### src/rtl/hazard_ctrl.sv
`default_nettype none
// ============================================================================
//  Module      : hazard_ctrl
//  Description : Pipeline hazard and forwarding controller. It detects
//                load-use hazards between ID/EX and IF/ID, inserts a
//                configurable number of bubbles, flushes the front end after
//                a taken branch and selects the EX-stage forwarding sources.
//                Saturating counters record stall cycles and branch flushes.
//  Revision    : 1.0 - initial release
// ============================================================================
module hazard_ctrl #(
  parameter int LOAD_LATENCY   = 1,   // bubble cycles per load-use hazard (1..7)
  parameter int BRANCH_PENALTY = 1,   // flush cycles per taken branch (1..7)
  parameter int CNT_W          = 16   // statistics counter width
) (
  input  logic             clk,
  input  logic             reset,
  // IF/ID source fields
  input  logic [4:0]       id_rs,
  input  logic [4:0]       id_rt,
  input  logic             id_uses_rt,
  // ID/EX contents
  input  logic [4:0]       idex_rs,
  input  logic [4:0]       idex_rt,
  input  logic             idex_memRead,
  // Later-stage destinations
  input  logic             exmem_regWrite,
  input  logic [4:0]       exmem_dest,
  input  logic             memwb_regWrite,
  input  logic [4:0]       memwb_dest,
  // Branch resolution in EX
  input  logic             ex_branch_taken,
  // Pipeline control
  output logic             pc_write,
  output logic             ifid_write,
  output logic             idex_bubble,
  output logic             ifid_flush,
  output logic             idex_flush,
  output logic [1:0]       forward_a,
  output logic [1:0]       forward_b,
  // Statistics
  output logic [CNT_W-1:0] stall_cycles,
  output logic [CNT_W-1:0] flush_events
);

  // --------------------------------------------------------------------------
  // Constants
  // --------------------------------------------------------------------------
  localparam logic [1:0] S_RUN    = 2'd0;
  localparam logic [1:0] S_LSTALL = 2'd1;
  localparam logic [1:0] S_BFLUSH = 2'd2;

  // Forwarding select encodings
  localparam logic [1:0] c_fwd_rf    = 2'b00;
  localparam logic [1:0] c_fwd_exmem = 2'b10;
  localparam logic [1:0] c_fwd_memwb = 2'b01;

  // Remaining-cycle reload values loaded when entering a multi-cycle state.
  // The first stall/flush cycle is spent in RUN, so the counter holds N-1.
  localparam logic [2:0] c_load_reload   = 3'(LOAD_LATENCY - 1);
  localparam logic [2:0] c_branch_reload = 3'(BRANCH_PENALTY - 1);
  localparam bit         c_load_multi    = (LOAD_LATENCY > 1);
  localparam bit         c_branch_multi  = (BRANCH_PENALTY > 1);

  localparam logic [CNT_W-1:0] c_cnt_max = {CNT_W{1'b1}};

  // --------------------------------------------------------------------------
  // State and wires
  // --------------------------------------------------------------------------
  logic [1:0]       r_state;
  logic [2:0]       r_cnt;
  logic [CNT_W-1:0] r_stall_cycles;
  logic [CNT_W-1:0] r_flush_events;

  logic [1:0]       w_next_state;
  logic [2:0]       w_next_cnt;
  logic             w_luh;
  logic             w_flush_accept;

  logic             w_pc_write;
  logic             w_ifid_write;
  logic             w_idex_bubble;
  logic             w_ifid_flush;
  logic             w_idex_flush;
  logic [1:0]       w_fwd_a;
  logic [1:0]       w_fwd_b;

  // --------------------------------------------------------------------------
  // Load-use detection: the load in ID/EX writes a register the IF/ID
  // instruction reads. $0 is hard-wired to zero and never creates a hazard.
  // --------------------------------------------------------------------------
  always_comb begin
    w_luh = idex_memRead && (idex_rt != 5'd0) &&
            ((idex_rt == id_rs) || (id_uses_rt && (idex_rt == id_rt)));
  end

  // --------------------------------------------------------------------------
  // Forwarding select for one EX operand; the youngest producer wins.
  // --------------------------------------------------------------------------
  function automatic logic [1:0] fwd_sel(input logic [4:0] src);
    if (exmem_regWrite && (exmem_dest != 5'd0) && (exmem_dest == src)) begin
      fwd_sel = c_fwd_exmem;
    end else if (memwb_regWrite && (memwb_dest != 5'd0) && (memwb_dest == src)) begin
      fwd_sel = c_fwd_memwb;
    end else begin
      fwd_sel = c_fwd_rf;
    end
  endfunction

  // Forwarding selects, independent of the stall/flush FSM
  always_comb begin
    w_fwd_a = fwd_sel(idex_rs);
    w_fwd_b = fwd_sel(idex_rt);
  end

  // --------------------------------------------------------------------------
  // FSM state register
  // --------------------------------------------------------------------------
  always_ff @(posedge clk) begin
    if (reset) begin
      r_state <= S_RUN;
      r_cnt   <= 3'd0;
    end else begin
      r_state <= w_next_state;
      r_cnt   <= w_next_cnt;
    end
  end

  // --------------------------------------------------------------------------
  // FSM next-state logic. A taken branch preempts a pending load stall, since
  // the stalled instructions are squashed anyway; BFLUSH ignores new branches
  // because ID/EX only holds a bubble there.
  // --------------------------------------------------------------------------
  always_comb begin
    w_next_state = r_state;
    w_next_cnt   = r_cnt;
    case (r_state)
      S_RUN: begin
        if (ex_branch_taken) begin
          if (c_branch_multi) begin
            w_next_state = S_BFLUSH;
            w_next_cnt   = c_branch_reload;
          end
        end else if (w_luh) begin
          if (c_load_multi) begin
            w_next_state = S_LSTALL;
            w_next_cnt   = c_load_reload;
          end
        end
      end
      S_LSTALL: begin
        if (ex_branch_taken) begin
          if (c_branch_multi) begin
            w_next_state = S_BFLUSH;
            w_next_cnt   = c_branch_reload;
          end else begin
            w_next_state = S_RUN;
            w_next_cnt   = 3'd0;
          end
        end else if (r_cnt <= 3'd1) begin
          w_next_state = S_RUN;
          w_next_cnt   = 3'd0;
        end else begin
          w_next_cnt   = r_cnt - 3'd1;
        end
      end
      S_BFLUSH: begin
        if (r_cnt <= 3'd1) begin
          w_next_state = S_RUN;
          w_next_cnt   = 3'd0;
        end else begin
          w_next_cnt   = r_cnt - 3'd1;
        end
      end
      default: begin
        w_next_state = S_RUN;
        w_next_cnt   = 3'd0;
      end
    endcase
  end

  // --------------------------------------------------------------------------
  // FSM output logic (combinational; takes effect at the next edge)
  // --------------------------------------------------------------------------
  always_comb begin
    w_pc_write     = 1'b1;
    w_ifid_write   = 1'b1;
    w_idex_bubble  = 1'b0;
    w_ifid_flush   = 1'b0;
    w_idex_flush   = 1'b0;
    w_flush_accept = 1'b0;
    case (r_state)
      S_RUN, S_LSTALL: begin
        if (ex_branch_taken) begin
          w_ifid_flush   = 1'b1;
          w_idex_flush   = 1'b1;
          w_flush_accept = 1'b1;
        end else if (w_luh || (r_state == S_LSTALL)) begin
          w_pc_write    = 1'b0;
          w_ifid_write  = 1'b0;
          w_idex_bubble = 1'b1;
        end
      end
      S_BFLUSH: begin
        w_ifid_flush = 1'b1;
        w_idex_flush = 1'b1;
      end
      default: begin
        w_pc_write = 1'b1;
      end
    endcase
  end

  // --------------------------------------------------------------------------
  // Saturating statistics counters
  // --------------------------------------------------------------------------
  always_ff @(posedge clk) begin
    if (reset) begin
      r_stall_cycles <= '0;
      r_flush_events <= '0;
    end else begin
      if (!w_pc_write && (r_stall_cycles != c_cnt_max)) begin
        r_stall_cycles <= r_stall_cycles + 1'b1;
      end
      if (w_flush_accept && (r_flush_events != c_cnt_max)) begin
        r_flush_events <= r_flush_events + 1'b1;
      end
    end
  end

  // --------------------------------------------------------------------------
  // Output drive: while reset is held the pipeline runs freely with no
  // stalls, flushes or forwarding.
  // --------------------------------------------------------------------------
  always_comb begin
    if (reset) begin
      pc_write    = 1'b1;
      ifid_write  = 1'b1;
      idex_bubble = 1'b0;
      ifid_flush  = 1'b0;
      idex_flush  = 1'b0;
      forward_a   = c_fwd_rf;
      forward_b   = c_fwd_rf;
    end else begin
      pc_write    = w_pc_write;
      ifid_write  = w_ifid_write;
      idex_bubble = w_idex_bubble;
      ifid_flush  = w_ifid_flush;
      idex_flush  = w_idex_flush;
      forward_a   = w_fwd_a;
      forward_b   = w_fwd_b;
    end
  end

  assign stall_cycles = r_stall_cycles;
  assign flush_events = r_flush_events;

endmodule
`default_nettype wire
### config.mk
export PLATFORM = sky130hd
export DESIGN_NAME = hazard_ctrl
export DESIGN_NICKNAME = d
export VERILOG_FILES = /design/src/rtl/hazard_ctrl.sv
export SDC_FILE = /design/constraint.sdc
export NUM_CORES = 1
export LEC_CHECK = 0
export BUFFER_PORTS_ARGS = -buffer_cell sky130_fd_sc_hd__buf_2
export CAP_MARGIN = 20
export CORE_ASPECT_RATIO = 2
export CORE_MARGIN = 4
export CORE_UTILIZATION = 29
export DETAILED_ROUTE_END_ITERATION = 8
export PLACE_DENSITY = 0.52
export SLEW_MARGIN = 15
export SYNTH_ARGS = -nofsm -noshare
export SYNTH_HDL_FRONTEND = slang
export SYNTH_SLANG_ARGS = --single-unit
### constraint.sdc
create_clock -name clk -period 2.2 [get_ports clk]
set_clock_uncertainty 0.2 [all_clocks]
set_input_delay 0.11 -clock clk [delete_from_list [all_inputs] [get_ports clk]]
set_output_delay 0.11 -clock clk [all_outputs]
set_load 0.1 [all_outputs]
After elaboration in Yosys (flattened, before gate mapping)
Index checks and enable logic that the tools add are counted.

Bits in registers: 37. Bits of input ports: 37. Word-level logic and storage cells: 61.

Add/subtract/negate cells: 3. Order comparisons: 1. Eq/ne operators: 10. Multiplexer cells: 24. Reduce and logical (&&, ||, !) cells: 19.

Operators with widths (count): adder 16 x 1 -> 16 bit (second input constant) (2); != test 16 bit (second input constant) (2); == test 5 bit (6); nonzero test 5 bit (3); two-way mux 1 bit (13); two-way mux 2 bit (6); logical AND 1 bit (11); case mux 3 bit (3 select lines) (1); two-way mux 3 bit (2); case mux 2 bit (3 select lines) (1); less-or-equal comparator 3 x 1 -> 1 bit (second input constant) (1); subtractor 3 x 1 -> 3 bit (second input constant) (1); == test 2 x 1 -> 1 bit (second input constant) (1); == test 2 bit (second input constant) (1); logical NOT 2 bit (1); logical OR 1 bit (2); case mux 1 bit (2 select lines) (1); OR reduction 2 bit (1); logical NOT 1 bit (1).

Depth between registers and ports, before layout
Gate-level depths: netlist (run 1).

Depth after elaboration: 10. Gate-level depth with buffers: 9.

Least setup slack after synthesis (run 1)
OpenSTA, ideal clock, no wires.

Kind: input -> output. From: in exmem_dest[1]. To: out forward_a[0]. Data arrival time: 3.966 ns. Required time: 1.890 ns. Slack: -2.076 ns. Stages: 4. Cell sequence: or4_1 -> o21ai_0 -> nor3_1 -> nor4_1.

Word-level cells in the longest chain between the ends: 5.

RTL lines: start, declared (RTL line 28) `input logic [4:0] exmem_dest,`; nonzero test 5 bit (RTL line 101) `if (exmem_regWrite && (exmem_dest != 5'd0) && (exmem_dest == src)) begin`; logical AND 1 bit (RTL line 101); logical AND 1 bit (*) (RTL line 101); two-way mux 2 bit (*) (RTL line 101); two-way mux 2 bit (*) (RTL line 236) `if (reset) begin`; end, declared (RTL line 39) `output logic [1:0] forward_a,`.

Mark *: on every way between the ends. The rest lies on a longest branch, timed or not.

Worst setup path after layout (run 1)
From: reg r_state[1]. To: out idex_bubble.

Word-level cells in the longest chain between the ends: 6.

RTL lines: start, declared (RTL line 70) `logic [1:0] r_state;`; start signal, assigned (RTL line 124) `r_state <= w_next_state;`; == test 2 x 1 -> 1 bit (RTL line 192, 198); logical OR 1 bit (RTL line 198) `end else if (w_luh || (r_state == S_LSTALL)) begin`; two-way mux 1 bit (RTL line 198); two-way mux 1 bit (RTL line 194) `if (ex_branch_taken) begin`; two-way mux 1 bit (*) (RTL line 192) `case (r_state)`; two-way mux 1 bit (*) (RTL line 236); end, declared (RTL line 36) `output logic idex_bubble,`.

Marked as above.

==> run summary, run 1 <==
nets: 463
via count: 2768
R2R depth: 6
ys flop type: dfxtp_1
Cells after Synth: 326
startpoint types: flip-flop
Crit Path Category: flip-flop to output port
Synth Net Count: 369
hold_buf cts: 0
CTS tree: done
antenna violations before repair: 0
first-pass GRT wire length: 12800 um
Clk pwr share: 46.8%
P&R area growth vs syn: 44.1%
reg2reg start: stall_cycles[9]$_SDFFE_PP0P_
final antenna-violating net count: 0
routability congestion estimate: 0.827
Final Util: 42.4%
CP Launch Point: r_state[1]$_SDFFE_PP0N_
number of synthesized register bits: 37
synthesized area: 2630 sq um
Sw Share: 27.5%
share of cells above drive strength 1: 44.4%
Worst R2R Setup Slack: 100 ps
Max FO, Critical Path: 4
1st-iter DRT viols: 109
logic gate share of total power: 15.6%
Tightest Pin Transition: 582 ps
1st-pass router iterations: 4
peak supply drop: 461 uV
Final Hold Viols: 0
core area: 8950 sq um
Syn Area/Cell: 8.08 sq um
Pleak: 0.00155 uW
clock sinks: 37
sequential share of power: 37.7%
status: completed
WL final: 7970 um
routed vias/inst: 5.29
I/O pin count: 78
Ant. Diodes: 0
DRC: 0
dpl cell area: 3570 sq um
cell area after layout: 3800 sq um
leading cell type in the layout, fill and taps excluded: buf_2
total grt overflow: 0
Final Non-Filler Cells: 523
commonest non-fill, non-tap cells in the layout: buf_2, nor2_1, buf_4, nand4_1, xor2_1
NetSw: 484 uW
die area: 10800 sq um
Post-synth EDFFs: 0
Final period util: 95.7%
Synth area leaders: dfxtp_1, xor2_1, nand4_1
top cell type by total area after synthesis: dfxtp_1
DP Wirelength: 6280 um
worst min path class: input pin to flip-flop
IO buf count: 77
relative slew slack: 61.2%
CTS max path bufs: 2
Int Pwr: 1280 uW
Worst Setup End Kind: output port
DIE WIDTH: 75.4 um
root buffer cell: clkbuf_16
Synth top area share: 28.1%
fin crit period: 2100 ps
row count: 49
max-slew violation count: 0
final setup fails: 0
Synth cell types: 45
max-cap violations: 0
Clock Latency Late Sink: 290 ps
register area share after synthesis: 28.1%
Starting Density: 29.4%
vias in the first global route: 2753
Synth Warn #: 0
Inserted Clock Buffers: 5
WHS Path Cells: 4
RSZ-0062 raised after global routing: true
highest clock rate: 475 MHz
Critical Path Sink: idex_bubble
largest net degree at the start of global routing: 54
Async SR Flop Fraction: 0%
Overall Global Routing Usage: 15.2%
height of the chip: 143 um
Max H-tree Level: 2
placed instance count: 512
power per cell area: 464 nW/um^2
CP Data Arrival Time: 1790 ps
drt wl/cell: 15.2 um
CP Data Required Time: 1890 ps
Clock transition at path regs: 60 ps
reg2reg end: stall_cycles[5]$_SDFFE_PP0P_
## kinds of logic after synthesis
group	count (synthesis)	synth area share, %
fa+ha+maj	6	2.85
xor+xnor	39	13.0
buf+inv	28	5.27
simple gates	151	30.9
compound gates	47	11.9
mux	18	7.93
flops	37	28.1
## worst min-delay path by stage
stage	start	slack [ps]	endpoint
floorplan	ex_branch_taken	180	flush_events[6]$_SDFFE_PP0P_
global placement	r_state[0]$_SDFFE_PP0N_	260	r_state[0]$_SDFFE_PP0N_
detailed placement	r_state[0]$_SDFFE_PP0N_	280	r_state[0]$_SDFFE_PP0N_
CTS	ex_branch_taken	170	flush_events[6]$_SDFFE_PP0P_
global route	ex_branch_taken	230	flush_events[6]$_SDFFE_PP0P_
finish	ex_branch_taken	180	flush_events[6]$_SDFFE_PP0P_
## cells in the mapped netlist, types with 5 or more instances
| master | instances |
|---|---|
| dfxtp_1 | 37 |
| nor2_1 | 36 |
| nand4_1 | 26 |
| xor2_1 | 24 |
| nand3_1 | 18 |
| nor2b_1 | 17 |
| xnor2_1 | 15 |
| nand2_1 | 12 |
| mux2_1 | 11 |
| or4_1 | 10 |
| a21oi_1 | 9 |
| buf_2 | 9 |
| o21ai_1 | 9 |
| clkbuf_1 | 8 |
| and3_1 | 7 |
| nor3_1 | 7 |
| o31ai_1 | 7 |
| ha_1 | 6 |
| inv_1 | 6 |
| o21ai_0 | 6 |
| nor4_1 | 5 |
## sequential cells by signal, indices dropped and copies added (netlist names)
signal	cells
stall_cycles	16
flush_events	16
r_cnt	3
r_state	2
## per-layer routing
layer,GRT usage (%),wire length [um],vias to the layer above
li1,-,-,1368
met1,14.2,2690,1319
met2,30.1,4710,65
met3,2.54,329,16
met4,6.82,243,0
met5,0,0,-
## what timing repair did
item                                    4_1_cts  5_1_grt
endpoints found under the setup margin        4       14
pin swaps                                     0        1
buffers inserted                              3        0
gates resized for setup                       3        3
hold endpoints to repair                      0        0
## critical path: stages, from the launching register on
cell and delay, ps:
dfxtp_2 320, inv_2 100, ha_4 160, nand2_2 60, a211oi_4 210, buf_6 160
nor2b_4 160, o21ba_2 160, buf_12 170
## power by group through the flow
| stage | sequential, uW | clock (uW) | combinational, uW |
|---|---|---|---|
| floorplan | 709 | 0 | 158 |
| CTS | 664 | 844 | 277 |
| finish | 663 | 823 | 274 |
| global placement | 679 | 0 | 265 |
| global route | 664 | 870 | 296 |
| detailed placement | 679 | 0 | 268 |
## layout make-up
class	instances	area, sq um
fillers	902	5150
multi-input cells	261	1930
flip-flops and latches	37	823
repair buffers	109	717
clock buffers	7	164
well taps	102	128
inverters	6	25.0
clock inverters	1	6.26
## through the flow
stage	TNS (ps)	total power (uW)	hold slack, ps	worst slack, ps
CTS	0	1780	168	13.4
global placement	-21.5	943	264	-21.5
global route	-8.89	1830	235	-8.89
finish	0	1760	176	95.6
detailed placement	-19.0	947	275	-19.0
floorplan	-2040	867	180	-279
Power figures use the tool's default switching activity.
==> inputs of run 2 (changes only) <==
CORE_UTILIZATION = 47   (was 29)
GPL_TIMING_DRIVEN = 1   (was unset)
PLACE_DENSITY = 0.88   (was 0.52)
==> run 2 against run 1 <==
Sequential share of layout area increased by 1.0 points. Total power decreased by 15%. Highest routed layer unchanged. Largest power group is now registers. Setup slack got worse by 34 ps.
==> run summary, run 2 (synthesis results as in run 1) <==
RSZ-0062 raised after global routing: true
first-pass GRT wire length: 12400 um (-2.4%)
die area: 6940 sq um (-36%)
Clock transition at path regs: 80 ps (+20 ps)
I/O pin count: 78 (unchanged)
Inserted Clock Buffers: 5 (unchanged)
grt peak-use layer: met2
DRC: 0 (unchanged)
total grt overflow: 0 (unchanged)
Tightest Pin Transition: 594 ps (+11.8 ps)
worst min path class: input pin to flip-flop
row count: 38 (-22%)
fin crit period: 2140 ps (+33.9 ps)
Max FO, Critical Path: 9 (+5)
Sw Share: 29.7% (+2.2 points)
via count: 2835 (+2.4%)
commonest non-fill, non-tap cells in the layout: buf_2, nor2_1, nand4_1, xor2_1, buf_4
M1 GR Usage: 22.3% (+8.1 points)
Multi-input gate area: 1930 sq um (-0.32%)
highest clock rate: 468 MHz (-1.6%)
Worst Setup End Kind: flip-flop
Int Pwr: 1050 uW (-18%)
largest net degree at the start of global routing: 54 (unchanged)
root buffer cell: clkbuf_8
Final period util: 97.2% (+1.5 points)
drt wl/cell: 16.1 um (+5.9%)
relative slew slack: 59.4% (-1.8 points)
final worst slack: 61.8 ps (-33.9 ps)
antenna violations before repair: 0 (unchanged)
share of cells above drive strength 1: 43.4% (-1.0 points)
pre-CTS WS: 20.7 ps (+39.8 ps)
peak supply drop: 447 uV (-3.2%)
IO buf count: 77 (unchanged)
CTS max path bufs: 2 (unchanged)
register area: 823 sq um (unchanged)
logic gate share of total power: 18.3% (+2.7 points)
max-cap violations: 0 (unchanged)
CP Data Required Time: 2180 ps (+290 ps)
Overall Global Routing Usage: 22.8% (+7.6 points)
filler instances: 439 (-51%)
startpoint types: flip-flop
NetSw: 442 uW (-8.6%)
Crit Path Category: flip-flop to flip-flop
final setup fails: 0 (unchanged)
hold_buf cts: 0 (unchanged)
Overall Power: 1490 uW (-15%)
R2R depth: 7 (+1)
leading cell type in the layout, fill and taps excluded: buf_2
worst hold slack: 119 ps (-57.0 ps)
1st-pass router iterations: 4 (unchanged)
Clk pwr share: 37.2% (-9.6 points)
power per cell area: 411 nW/um^2 (-11%)
core area: 5420 sq um (-39%)
vias in the first global route: 2860 (+3.9%)
final antenna-violating net count: 0 (unchanged)
Clock Latency Late Sink: 300 ps (about the same)
Final Util: 66.8% (+24 points)
height of the chip: 114 um (-20%)
WHS Path Cells: 4 (unchanged)
nets: 457 (-1.3%)
clock sinks: 37 (unchanged)
max-slew violation count: 0 (unchanged)
WL final: 7670 um (-3.8%)
P&R area growth vs syn: 37.5%
Ant. Diodes: 0 (unchanged)
Pleak: 0.00149 uW (-4.2%)
Max H-tree Level: 2 (unchanged)
routed vias/inst: 5.97 (+13%)
DIE WIDTH: 60.9 um (-19%)
met2 Track Usage GR: 43.5% (+13 points)
sequential share of power: 44.5% (+6.8 points)
DP Wirelength: 5890 um (-6.2%)
cell area after layout: 3620 sq um (-4.6%)
status: completed
met3 usage: 3.74% (+1.2 points)
routability congestion estimate: 0.882 (+6.7%)
dpl cell area: 3470 sq um (-2.9%)
Starting Density: 48.6% (+19 points)
CP Data Arrival Time: 2120 ps (+330 ps)
CTS tree: done
1st-iter DRT viols: 118 (+8.3%)
Final Hold Viols: 0 (unchanged)
==> run 2: repair_timing <==
action / CTS / global route
hold endpoints to repair: 0 / 0
buffers inserted: 2 / 0
gates resized for setup: 2 / 5
setup endpoints to repair: 7 / 7
pin swaps: 1 / 2
==> run 2: final timing paths <==
check / from / to / slack [ps]
worst min-delay path: ex_branch_taken / flush_events[6]$_SDFFE_PP0P_ / 120
worst max register to register: stall_cycles[0]$_SDFFE_PP0P_ / stall_cycles[14]$_SDFFE_PP0P_ / 60
worst min register to register: r_state[0]$_SDFFE_PP0N_ / r_state[0]$_SDFFE_PP0N_ / 290
worst max-delay path: stall_cycles[0]$_SDFFE_PP0P_ / stall_cycles[14]$_SDFFE_PP0P_ / 60
==> run 2: layout make-up <==
cell class,count,area share [%]
clock buffer,7,2.69
inverter,6,0.760
clock inverter,1,0.242
sequential,37,22.7
timing repair buffer,103,18.3
tap,60,2.07
multi-input combinational,261,53.2
==> run 2: worst max-delay path: stages, from the launching register on <==
cell and delay, ps:
dfxtp_4 360, ha_4 140, nand3_1 80, or4_4 560, buf_4 200, nand2_2 90, o22ai_1 100, mux2_4 300
==> run 2: per-layer routing <==
| metal | part of all wire (%) | wire length, um | vias to the layer above |
|---|---|---|---|
| met3 | 5.7 | 435 | 26 |
| met1 | 33 | 2540 | 1341 |
| met5 | 0 | 0 | - |
| li1 | - | - | 1355 |
| met2 | 58 | 4460 | 113 |
| met4 | 3.0 | 233 | 0 |
==> run 2: power by group through the flow <==
stage | Combinational (uW) | Sequential [uW] | Clock (uW)
3_3_place_gp | 257 | 678 | 0
2_1_floorplan | 158 | 709 | 0
4_1_cts | 271 | 663 | 560
6_report | 272 | 663 | 554
3_5_place_dp | 267 | 678 | 0
5_1_grt | 290 | 663 | 590
==> run 2: stage by stage <==
stage	TNS (ps)	cells
6_report	0	475
5_1_grt	-12.8	475
4_1_cts	0	475
3_5_place_dp	0	465
3_3_place_gp	0	465
2_1_floorplan	-2040	326
==> inputs of run 3 (changes only) <==
CORE_MARGIN = 1.5   (was 4)
==> run 3 against run 2 <==
Fmax decreased by 2.5%. Register-to-register slack worse by 50 ps. Worst hold slack got worse by 15 ps. Routed wire length rose by 3.1%. Sequential power hardly changed. Combinational power rose by 3%. Global-route usage rose by 2.2 points. Final area grew 2.4%. Core utilization increased by 1.6 points. Total power rose by 5.0%. Via count is 1.4% higher. First-iteration DRC count is the same. Critical endpoint is now stall_cycles[4]$_SDFFE_PP0P_.
==> run summary, run 3 (synthesis results as in run 1) <==
root buffer cell: clkbuf_8
cell area after layout: 3710 sq um (+2.4%)
drt wl/cell: 16.4 um (+1.4%)
Max FO, Critical Path: 8 (-1)
Tightest Pin Transition: 566 ps (-27.7 ps)
antenna violations before repair: 0 (unchanged)
highest clock rate: 456 MHz (-2.5%)
routability congestion estimate: 0.888 (+0.66%)
CP Data Required Time: 2190 ps (about the same)
status: completed
Crit Path Category: flip-flop to flip-flop
commonest non-fill, non-tap cells in the layout: buf_2, nor2_1, buf_4, nand4_1, xor2_1
WL final: 7910 um (+3.1%)
Clock Latency Late Sink: 300 ps (about the same)
share of cells above drive strength 1: 45.4% (+2.0 points)
CTS tree: done
Final Util: 68.4% (+1.6 points)
leading cell type in the layout, fill and taps excluded: buf_2
DIE WIDTH: 55.9 um (-8.2%)
Setup TNS: 0 ps (unchanged)
nets: 465 (+1.8%)
Worst R2R Setup Slack: 7 ps (-50 ps)
Final Hold Viols: 0 (unchanged)
DRC: 0 (unchanged)
max incr delay on CP: 590 ps (+30 ps)
Ant. Diodes: 0 (unchanged)
vias in the first global route: 2761 (-3.5%)
final antenna-violating net count: 0 (unchanged)
Final period util: 99.7% (+2.5 points)
I/O pin count: 78 (unchanged)
fin crit period: 2190 ps (+55.0 ps)
IO buf count: 77 (unchanged)
worst min path class: input pin to flip-flop
Clock transition at path regs: 80 ps (about the same)
critical path's slowest cell: or4_4
DP Wirelength: 5640 um (-4.2%)
CP Data Arrival Time: 2180 ps (+60 ps)
row count: 38 (unchanged)
WHS Path Cells: 3 (-1)
Worst Setup End Kind: flip-flop
max-slew violation count: 0 (unchanged)
RSZ-0062 raised after global routing: true
peak supply drop: 527 uV (+18%)
largest net degree at the start of global routing: 46 (-15%)
relative slew slack: 61.3% (+1.9 points)
startpoint types: flip-flop
Starting Density: 48.6% (unchanged)
Pleak: 0.00153 uW (+2.8%)
Buf/Inv on CP: 1 (unchanged)
height of the chip: 109 um (-4.4%)
final worst slack: 6.79 ps (-55.0 ps)
1st-pass router iterations: 4 (unchanged)
final setup fails: 0 (unchanged)
Inserted Clock Buffers: 5 (unchanged)
first-pass GRT wire length: 12300 um (-1.4%)
CTS max path bufs: 2 (unchanged)
via count: 2874 (+1.4%)
power per cell area: 421 nW/um^2 (+2.5%)
worst hold slack: 104 ps (-14.9 ps)
dpl cell area: 3480 sq um (+0.22%)
routed vias/inst: 5.95 (-0.30%)
P&R area growth vs syn: 40.9%
clock sinks: 37 (unchanged)
Max H-tree Level: 2 (unchanged)
Top delay family on crit path: simple AND/OR/NAND/NOR gates
Overall Global Routing Usage: 25.1% (+2.2 points)
pre-CTS WS: -18.1 ps (-38.8 ps)
die area: 6090 sq um (-12%)
1st-iter DRT viols: 118 (unchanged)
Crit path depth: 7 (unchanged)
core area: 5420 sq um (unchanged)
total grt overflow: 0 (unchanged)
R2R depth: 7 (unchanged)
max-cap violations: 0 (unchanged)
worst path cell trace: ha_4 -> nand3_1 -> or4_4 -> buf_6 -> nand4_1 -> o31ai_1 -> mux2_1
[run 3: cell types whose count changed in the layout (fill, tap and decap cells not counted), sizes merged]
cell | previous run | this run
buf | 103 | 110
bufinv | 0 | 1
clkbuf | 7 | 5
dlygate4sd3 | 0 | 1
inv | 6 | 7
[run 3: path summary, 6_finish.rpt]
kind	from	end
min reg2reg	flush_events[5]$_SDFFE_PP0P_	flush_events[5]$_SDFFE_PP0P_
max reg2reg	stall_cycles[1]$_SDFFE_PP0P_	stall_cycles[4]$_SDFFE_PP0P_
min	reset	r_state[0]$_SDFFE_PP0N_
max	stall_cycles[1]$_SDFFE_PP0P_	stall_cycles[4]$_SDFFE_PP0P_
[run 3: worst register-to-register path: cells and delay by family, from the launching register on]
family                   cells  cell delay (ps)
AND/OR/NAND/NOR              3              760
flip-flops                   1              370
adder cells (fa/ha/maj)      1              160
AO/OA/AOI/OAI                1              110
multiplexers                 1              320
buffers and inverters        1              180
[run 3: layer usage]
metal	routed length, um	global-route usage, %	vias up
met4	229	11.4	0
li1	-	-	1369
met3	370	3.32	24
met2	4590	52.0	102
met5	0	0	-
met1	2730	23.3	1379
[run 3: layout make-up]
cell class	count	area [sq um]
clock buffers	5	68.8
clock inverters	3	45.0
fillers	431	1710
inverters	6	22.5
multi-input cells	261	1940
flip-flops and latches	37	823
well taps	60	75.1
repair buffers	111	737
[run 3: stage by stage]
step | total power [uW] | instances
6_report | 1560 | 483
5_1_grt | 1610 | 483
4_1_cts | 1560 | 477
3_5_place_dp | 946 | 466
3_3_place_gp | 936 | 466
2_1_floorplan | 867 | 326
[run 3: repair_timing]
| item | in CTS | in global routing |
|---|---|---|
| endpoints found under the hold margin | 6 | 0 |
| pin swaps | 0 | 4 |
| hold buffers | 1 | 0 |
| setup endpoints to repair | 16 | 20 |
| setup buffers | 2 | 6 |
| resized for setup | 3 | 9 |
[run 3: where the power goes]
group	leakage (uW)	internal, uW	switching [uW]
Sequential	0.000320	656	6.09
Combinational	0.00115	101	178
Clock	0.0000587	341	281
